--- src/rtl/uart_frame_tx_if.sv ---
// Transmit-side bundle for uart_frame_tx: word handshake, baud divisor and serial status.
// Handshake: a word moves on the rising clock edge where tx_valid && tx_ready are both high;
// tx_ready is high only while the transmitter is idle, and tx_valid seen while tx_ready is
// low is ignored (no queuing). tx_data and dvsr only need to be stable at that edge.
interface uart_frame_tx_if #(
   parameter int DBIT   = 8,
   parameter int DVSR_W = 11
);
   logic [DVSR_W-1:0] dvsr;
   logic              tx_valid;
   logic              tx_ready;
   logic [DBIT-1:0]   tx_data;
   logic              tx;
   logic              tx_busy;
   logic              tx_done_tick;

   modport master (
      output dvsr, tx_valid, tx_data,
      input  tx_ready, tx, tx_busy, tx_done_tick
   );

   modport slave (
      input  dvsr, tx_valid, tx_data,
      output tx_ready, tx, tx_busy, tx_done_tick
   );
endinterface

--- src/rtl/uart_frame_tx.sv ---
// UART frame transmitter: start bit, DBIT data bits LSB first, optional parity, stop bits.
// Carries its own 16x baud-tick generator; the divisor is captured with the data word so a
// frame always runs at the rate it was accepted with.
module uart_frame_tx #(
   parameter int DBIT       = 8,
   parameter int SB_TICK    = 16,
   parameter int PARITY_EN  = 0,
   parameter int PARITY_ODD = 0,
   parameter int DVSR_W     = 11
) (
   input  logic               clk,
   input  logic               reset_n,
   uart_frame_tx_if.slave     bus,
   output logic [2:0]         o_dbg_state
);

   typedef enum logic [2:0] {
      S_IDLE   = 3'd0,
      S_START  = 3'd1,
      S_DATA   = 3'd2,
      S_PARITY = 3'd3,
      S_STOP   = 3'd4
   } state_t;

   localparam int TMAX = (SB_TICK > 16) ? SB_TICK : 16;
   localparam int TW   = $clog2(TMAX);
   localparam int BW   = (DBIT > 1) ? $clog2(DBIT) : 1;

   state_t              r_state;
   logic [DVSR_W-1:0]   r_baud_cnt;
   logic [TW-1:0]       r_tick_cnt;
   logic [BW-1:0]       r_bit_cnt;
   logic [DBIT-1:0]     r_shreg;
   logic [DVSR_W-1:0]   r_dvsr;
   logic                r_parity;
   logic                r_tx;

   state_t              w_state_next;
   logic [DVSR_W-1:0]   w_baud_next;
   logic [TW-1:0]       w_tick_next;
   logic [BW-1:0]       w_bit_next;
   logic [DBIT-1:0]     w_shreg_next;
   logic [DVSR_W-1:0]   w_dvsr_next;
   logic                w_parity_next;
   logic                w_tx_next;
   logic                w_done;
   logic                w_tick;

   // Reload value for the baud counter; divisors 0 and 1 both give a tick every clock.
   function automatic logic [DVSR_W-1:0] f_reload(input logic [DVSR_W-1:0] d);
      return (d == '0) ? '0 : d - DVSR_W'(1);
   endfunction

   // Baud tick fires when the down-counter reaches zero.
   assign w_tick = (r_baud_cnt == '0);

   // State register: everything resets so tx goes high the moment reset_n drops.
   always_ff @(posedge clk or negedge reset_n) begin
      if (!reset_n) begin
         r_state    <= S_IDLE;
         r_baud_cnt <= '0;
         r_tick_cnt <= '0;
         r_bit_cnt  <= '0;
         r_shreg    <= '0;
         r_dvsr     <= '0;
         r_parity   <= 1'b0;
         r_tx       <= 1'b1;
      end else begin
         r_state    <= w_state_next;
         r_baud_cnt <= w_baud_next;
         r_tick_cnt <= w_tick_next;
         r_bit_cnt  <= w_bit_next;
         r_shreg    <= w_shreg_next;
         r_dvsr     <= w_dvsr_next;
         r_parity   <= w_parity_next;
         r_tx       <= w_tx_next;
      end
   end

   // Next-state, counters and the registered line value derived from the next state.
   always_comb begin
      w_state_next  = r_state;
      w_baud_next   = r_baud_cnt;
      w_tick_next   = r_tick_cnt;
      w_bit_next    = r_bit_cnt;
      w_shreg_next  = r_shreg;
      w_dvsr_next   = r_dvsr;
      w_parity_next = r_parity;
      w_done        = 1'b0;
      w_tx_next     = 1'b1;

      if (r_state != S_IDLE) begin
         w_baud_next = w_tick ? f_reload(r_dvsr) : (r_baud_cnt - DVSR_W'(1));
      end

      case (r_state)
         S_IDLE: begin
            if (bus.tx_valid) begin
               w_state_next  = S_START;
               w_dvsr_next   = bus.dvsr;
               w_baud_next   = f_reload(bus.dvsr);
               w_tick_next   = '0;
               w_bit_next    = '0;
               w_shreg_next  = bus.tx_data;
               w_parity_next = (^bus.tx_data) ^ 1'(PARITY_ODD);
            end
         end
         S_START: begin
            if (w_tick) begin
               if (r_tick_cnt == TW'(15)) begin
                  w_state_next = S_DATA;
                  w_tick_next  = '0;
                  w_bit_next   = '0;
               end else begin
                  w_tick_next = r_tick_cnt + TW'(1);
               end
            end
         end
         S_DATA: begin
            if (w_tick) begin
               if (r_tick_cnt == TW'(15)) begin
                  w_tick_next  = '0;
                  w_shreg_next = r_shreg >> 1;
                  if (r_bit_cnt == BW'(DBIT - 1)) begin
                     w_state_next = (PARITY_EN != 0) ? S_PARITY : S_STOP;
                  end else begin
                     w_bit_next = r_bit_cnt + BW'(1);
                  end
               end else begin
                  w_tick_next = r_tick_cnt + TW'(1);
               end
            end
         end
         S_PARITY: begin
            if (w_tick) begin
               if (r_tick_cnt == TW'(15)) begin
                  w_state_next = S_STOP;
                  w_tick_next  = '0;
               end else begin
                  w_tick_next = r_tick_cnt + TW'(1);
               end
            end
         end
         S_STOP: begin
            if (w_tick) begin
               if (r_tick_cnt == TW'(SB_TICK - 1)) begin
                  w_state_next = S_IDLE;
                  w_tick_next  = '0;
                  w_done       = 1'b1;
               end else begin
                  w_tick_next = r_tick_cnt + TW'(1);
               end
            end
         end
         default: begin
            w_state_next = S_IDLE;
         end
      endcase

      case (w_state_next)
         S_START:  w_tx_next = 1'b0;
         S_DATA:   w_tx_next = w_shreg_next[0];
         S_PARITY: w_tx_next = r_parity;
         default:  w_tx_next = 1'b1;
      endcase
   end

   assign bus.tx           = r_tx;
   assign bus.tx_busy      = (r_state != S_IDLE);
   assign bus.tx_ready     = (r_state == S_IDLE);
   assign bus.tx_done_tick = w_done;
   assign o_dbg_state      = r_state;

endmodule

--- src/flat_wrapper.sv ---
// flat-port wrapper written by rule: the top's interface ports become plain ports
module uart_frame_tx_flat 
#(
   parameter int DBIT       = 8,
   parameter int SB_TICK    = 16,
   parameter int PARITY_EN  = 0,
   parameter int PARITY_ODD = 0,
   parameter int DVSR_W     = 11
)
  (clk, reset_n, o_dbg_state, bus_dvsr, bus_tx_valid, bus_tx_data, bus_tx_ready, bus_tx, bus_tx_busy, bus_tx_done_tick);
  uart_frame_tx_if #(.DBIT(DBIT), .DVSR_W(DVSR_W)) bus_i ();
  input  logic clk;
  input  logic reset_n;
  output logic [2:0] o_dbg_state;
  input wire logic [$bits(bus_i.dvsr)-1:0] bus_dvsr;
  input wire logic [$bits(bus_i.tx_valid)-1:0] bus_tx_valid;
  input wire logic [$bits(bus_i.tx_data)-1:0] bus_tx_data;
  output wire logic [$bits(bus_i.tx_ready)-1:0] bus_tx_ready;
  output wire logic [$bits(bus_i.tx)-1:0] bus_tx;
  output wire logic [$bits(bus_i.tx_busy)-1:0] bus_tx_busy;
  output wire logic [$bits(bus_i.tx_done_tick)-1:0] bus_tx_done_tick;
  assign bus_i.dvsr = bus_dvsr;
  assign bus_i.tx_valid = bus_tx_valid;
  assign bus_i.tx_data = bus_tx_data;
  assign bus_tx_ready = bus_i.tx_ready;
  assign bus_tx = bus_i.tx;
  assign bus_tx_busy = bus_i.tx_busy;
  assign bus_tx_done_tick = bus_i.tx_done_tick;
  uart_frame_tx #(.DBIT(DBIT), .SB_TICK(SB_TICK), .PARITY_EN(PARITY_EN), .PARITY_ODD(PARITY_ODD), .DVSR_W(DVSR_W)) u_core (.clk(clk), .reset_n(reset_n), .bus(bus_i), .o_dbg_state(o_dbg_state));
endmodule
--- config.mk ---
export PLATFORM = sky130hd
export DESIGN_NAME = uart_frame_tx_flat
export DESIGN_NICKNAME = d
export VERILOG_FILES = /design/src/rtl/uart_frame_tx_if.sv /design/src/rtl/uart_frame_tx.sv /design/src/flat_wrapper.sv
export SDC_FILE = /design/constraint.sdc
export NUM_CORES = 1
export LEC_CHECK = 0
export CORE_UTILIZATION = 51
export DETAILED_ROUTE_END_ITERATION = 10
export DONT_BUFFER_PORTS = 1
export GPL_TIMING_DRIVEN = 0
export PLACE_DENSITY = 0.65
export SETUP_SLACK_MARGIN = 0.15
export SLEW_MARGIN = 40
export SYNTH_ARGS = -nofsm -noshare
export SYNTH_HDL_FRONTEND = slang
export SYNTH_SLANG_ARGS = --single-unit
export TNS_END_PERCENT = 30
--- constraint.sdc ---
create_clock -name clk -period 4.99 [get_ports clk]
set_input_delay 1.2475 -clock clk [delete_from_list [all_inputs] [get_ports clk]]
set_output_delay 1.2475 -clock clk [all_outputs]
set_load 0.01 [all_outputs]
==> results of run 1 <==
-- path summary, 6_finish.rpt --
check,from,to,slack (ns),depth (start not counted)
max,u_core.r_baud_cnt[0],bus_tx_done_tick,1.70,6
min,u_core.r_tick_cnt[3],u_core.r_tick_cnt[3],0.48,1
max reg2reg,u_core.r_baud_cnt[0],u_core.r_shreg[7],2.84,8
min reg2reg,u_core.r_tick_cnt[3],u_core.r_tick_cnt[3],0.48,1
max in group asynchronous,reset_n,u_core.bus.tx,4.18,0
min in group asynchronous,reset_n,u_core.r_tick_cnt[3],0.63,0
-- power by group through the flow --
stage               clock, uW  combinational [uW]  sequential (uW)
floorplan                   0                38.2              363
global placement            0                45.2              365
detailed placement          0                45.9              365
CTS                       335                46.2              358
global route              347                52.2              360
finish                    326                45.8              358
-- kinds of logic (layout without fill, tap and decap cells) --
family	after synthesis	after routing	synth area share [%]
flops	42	42	39.39
fa+ha+maj	7	7	3.279
buf+inv	26	34	4.122
simple gates	121	121	23.23
xor+xnor	23	23	7.541
mux	9	9	3.373
compound gates	72	72	19.06
-- layer usage --
layer | GRT usage [%] | share of wire, %
met5 | 0 | 0
met4 | 7.547 | 1.6
met3 | 5.149 | 4.3
met2 | 36.44 | 44
met1 | 33.59 | 50
-- metrics by stage --
step	util [%]	hold WS [ns]	instances	total power [uW]	setup WS, ns
after detailed placement	56.64	0.4659	367	411.0	2.049
after CTS	59.46	0.4824	375	739.4	1.698
after global placement	56.46	0.4603	367	410.1	2.036
after floorplan	-	0.4397	300	401.4	2.261
after global routing	59.46	0.4972	375	759.1	1.574
final	59.46	0.4787	375	730.3	1.702
-- cells in the mapped netlist, drive strengths merged, types with 2 or more instances --
cell,n
a21o,11
a21oi,8
a22o,7
a31oi,7
and2,2
and3,3
buf,9
clkbuf,6
dfrtp,41
ha,7
inv,10
mux2i,9
nand2,54
nand2b,2
nand3,7
nor2,17
nor2b,6
nor3,5
nor3b,2
nor4,9
nor4b,2
o211ai,3
o21ai,16
o221ai,7
o311ai,2
o31a,2
or2,2
or3,6
xnor2,14
xor2,9
-- registers in the layout (all words and copies together) (netlist names) --
name,flops
u_core.r_baud_cnt,11
u_core.r_dvsr,11
u_core.r_shreg,8
u_core.r_tick_cnt,4
u_core.o_dbg_state,3
u_core.r_bit_cnt,3
u_core.bus.tx,1
u_core.r_parity,1
-- area by class of cell --
class	instances	area, um2	share of cell area (%)
Multi-Input combinational cell	232	1518	52.31
Sequential cell	42	1052	36.27
Tap cell	67	83.83	2.889
Clock buffer	5	68.82	2.372
Clock inverter	3	68.82	2.372
Buffer	15	67.56	2.329
Inverter	11	42.54	1.466
-- worst max-delay path, cell delays in order, from the launching register on --
cell     delay, ns
dfrtp_1       0.41
inv_1         0.11
ha_1          0.18
nor4b_4       0.30
and4_1        0.29
buf_2         0.22
and3_1        0.23
==> metrics.md, run 1 <==
| Metric | Value |
|---|---|
| Clock transition at the registers of the reported paths | 0.09 ns |
| Number of global-route vias before repair | about 2100 |
| DPL Wire Length | approximately 4.4 mm |
| Total Routed Length | 5.987 mm |
| RSZ-0062 raised after global routing | no |
| Status | finished clean |
| Pre-antenna DRT Iters | 4 |
| Max Cap Viol | 0 |
| I/O pin count | 29 |
| Syn-to-layout area delta | 8.618% |
| Vias per cell | 5.728 |
| Final ANT Viol Nets | 0 |
| Synthesized Nets | 329 |
| Gp weighted congestion | just over 0.8 |
| Clock Power Share | 44.6% |
| Global-route wire length before repair | 9.791 mm |
| Initial Util | 54.74% |
| Reg power frac | 49.1% |
| Worst VDD drop | 172.4 uV |
| Asr flop ratio synth | 100.0% |
| Final Max Tran Viols | 0 |
| PD cells | 251.7 nW/um2 |
| Post_cts resized | 0 |
| CTS tree | yes |
| Dominant synthesized flop cell | dfrtp_1 |
| Tmin final | 3.288 ns |
| FMAX | 0.3042 GHz |
| Worst slew pin tran | between 0.5 and 0.6 ns |
| Combinational share of power | 6.3% |
| Clock sinks | 42 |
| Most frequent cells in the layout | nand2_1, dfrtp_1, nor2_1, o21ai_0, xnor2_1 |
| Seq cells post-synth | 42 |
| Total grt overflow | 0 |
| Worst setup SP type | register |
| Post-synth top area share | 38.41% |
| Count of final hold-check violations | 0 |
| Max-slew headroom at the worst pin | 61.31% |
| Synth warnings | 0 |
| Arrival time worst endpoint | 2.04 ns |
| Syn Inst Count | 300 |
| Diode count | 0 |
| Setup violators final | 0 |
| Setup Crit Path Kind | register to output port |
| Internal | 574.0 uW |
| Via count | 2148 |
| CP required | 3.74 ns |
| Initial antenna violation count | 0 |
| LEAKAGE | 0.001285 uW |
| Yosys cell types | 52 |
| Full die area | 5532 um2 |
| Layout cells sized above 1 | 9.091% |
| Area after DPL | between 2000 and 3000 um2 |
| Chip height | 74.38 um |
| Hold_buf cts | 0 |
| Post-route DRC | 0 |
| CTS Buf Count | 5 |
| Root buf cell | clkbuf_8 |
| Die X-Extent | 74.38 um |
| Post-layout nets | roughly 340 |
| Sw Ratio | 21.41% |
| Clock Latency Late Sink | 0.30 ns |
| Max FO, Critical Path | 10 |
| Period utilization | 65.88% |
| Net Switching | 156.3 uW |
| H-tree Lvls | 2 |
| Row cnt | 25 |
| Hold WC Path Type | register to register |
| Port bufs | 0 |
| Setup crit end kind | output port |
| Largest net degree at the start of global routing | 43 |
| Mean Syn Cell Area | 8.904 um2 |
| Core Region | 4880 um2 |
| GRT Total Usage | 23.76% |
| Initial DRC count | about 170 |
| Worst clock skew | 0.01022 ns |
| Fin Setup TNS | 0 ns |
| Fillers | between 400 and 500 |
| Mean routed wirelength per cell | ~16 um |
| Clock Path Buffers | 2 |
| Yosys top cell by area | dfrtp_1 |
| Post-synthesis cell area | 2671 um2 |
| Top cells by area in the synthesized netlist | dfrtp_1, nand2_1, xnor2_1 |
| Commonest non-fill, non-tap cell in the layout | nand2_1 |
| Post-CTS Setup Repair Bufs | 0 |
| Number of flops mapped to enable cells by yosys | 0 |
| Post-route design area | 2902 um2 |
| Post-synthesis sequential area ratio | 39.39% |
Power figures use the tool's default switching activity.
==> run 2: changes to the inputs <==
==> constraint.sdc (replaced) <==
create_clock -name clk -period 3.2 [get_ports clk]
set_input_delay 0.8 -clock clk [delete_from_list [all_inputs] [get_ports clk]]
set_output_delay 0.8 -clock clk [all_outputs]
set_load 0.01 [all_outputs]
==> results of run 2 <==
The final DEF is identical to that of run 1. Status: finished clean.
Main changes from that run: setup slack after placement 2.049 ns -> 0.7067 ns; setup slack after layout 1.702 ns -> 0.3598 ns; hold slack 0.4787 ns -> 0.1841 ns; register-to-register setup slack 2.84 ns -> 1.05 ns; total power 730.3 uW -> 1139 uW; worst IR drop on VDD 172.4 uV -> 268.9 uV
==> run 3: changes to the inputs <==
--- a/config.mk
+++ b/config.mk
@@ -11,6 +11,7 @@
 export GPL_TIMING_DRIVEN = 0
 export PLACE_DENSITY = 0.65
 export SETUP_SLACK_MARGIN = 0.15
+export SKIP_CTS_REPAIR_TIMING = 1
 export SLEW_MARGIN = 40
 export SYNTH_ARGS = -nofsm -noshare
 export SYNTH_HDL_FRONTEND = slang
==> results of run 3 <==
The final DEF is identical to that of run 1. Status: finished clean.
Main changes from that run: setup slack after placement 2.049 ns -> 0.7067 ns; setup slack after layout 1.702 ns -> 0.3598 ns; hold slack 0.4787 ns -> 0.1841 ns; register-to-register setup slack 2.84 ns -> 1.05 ns; total power 730.3 uW -> 1139 uW; worst IR drop on VDD 172.4 uV -> 268.9 uV
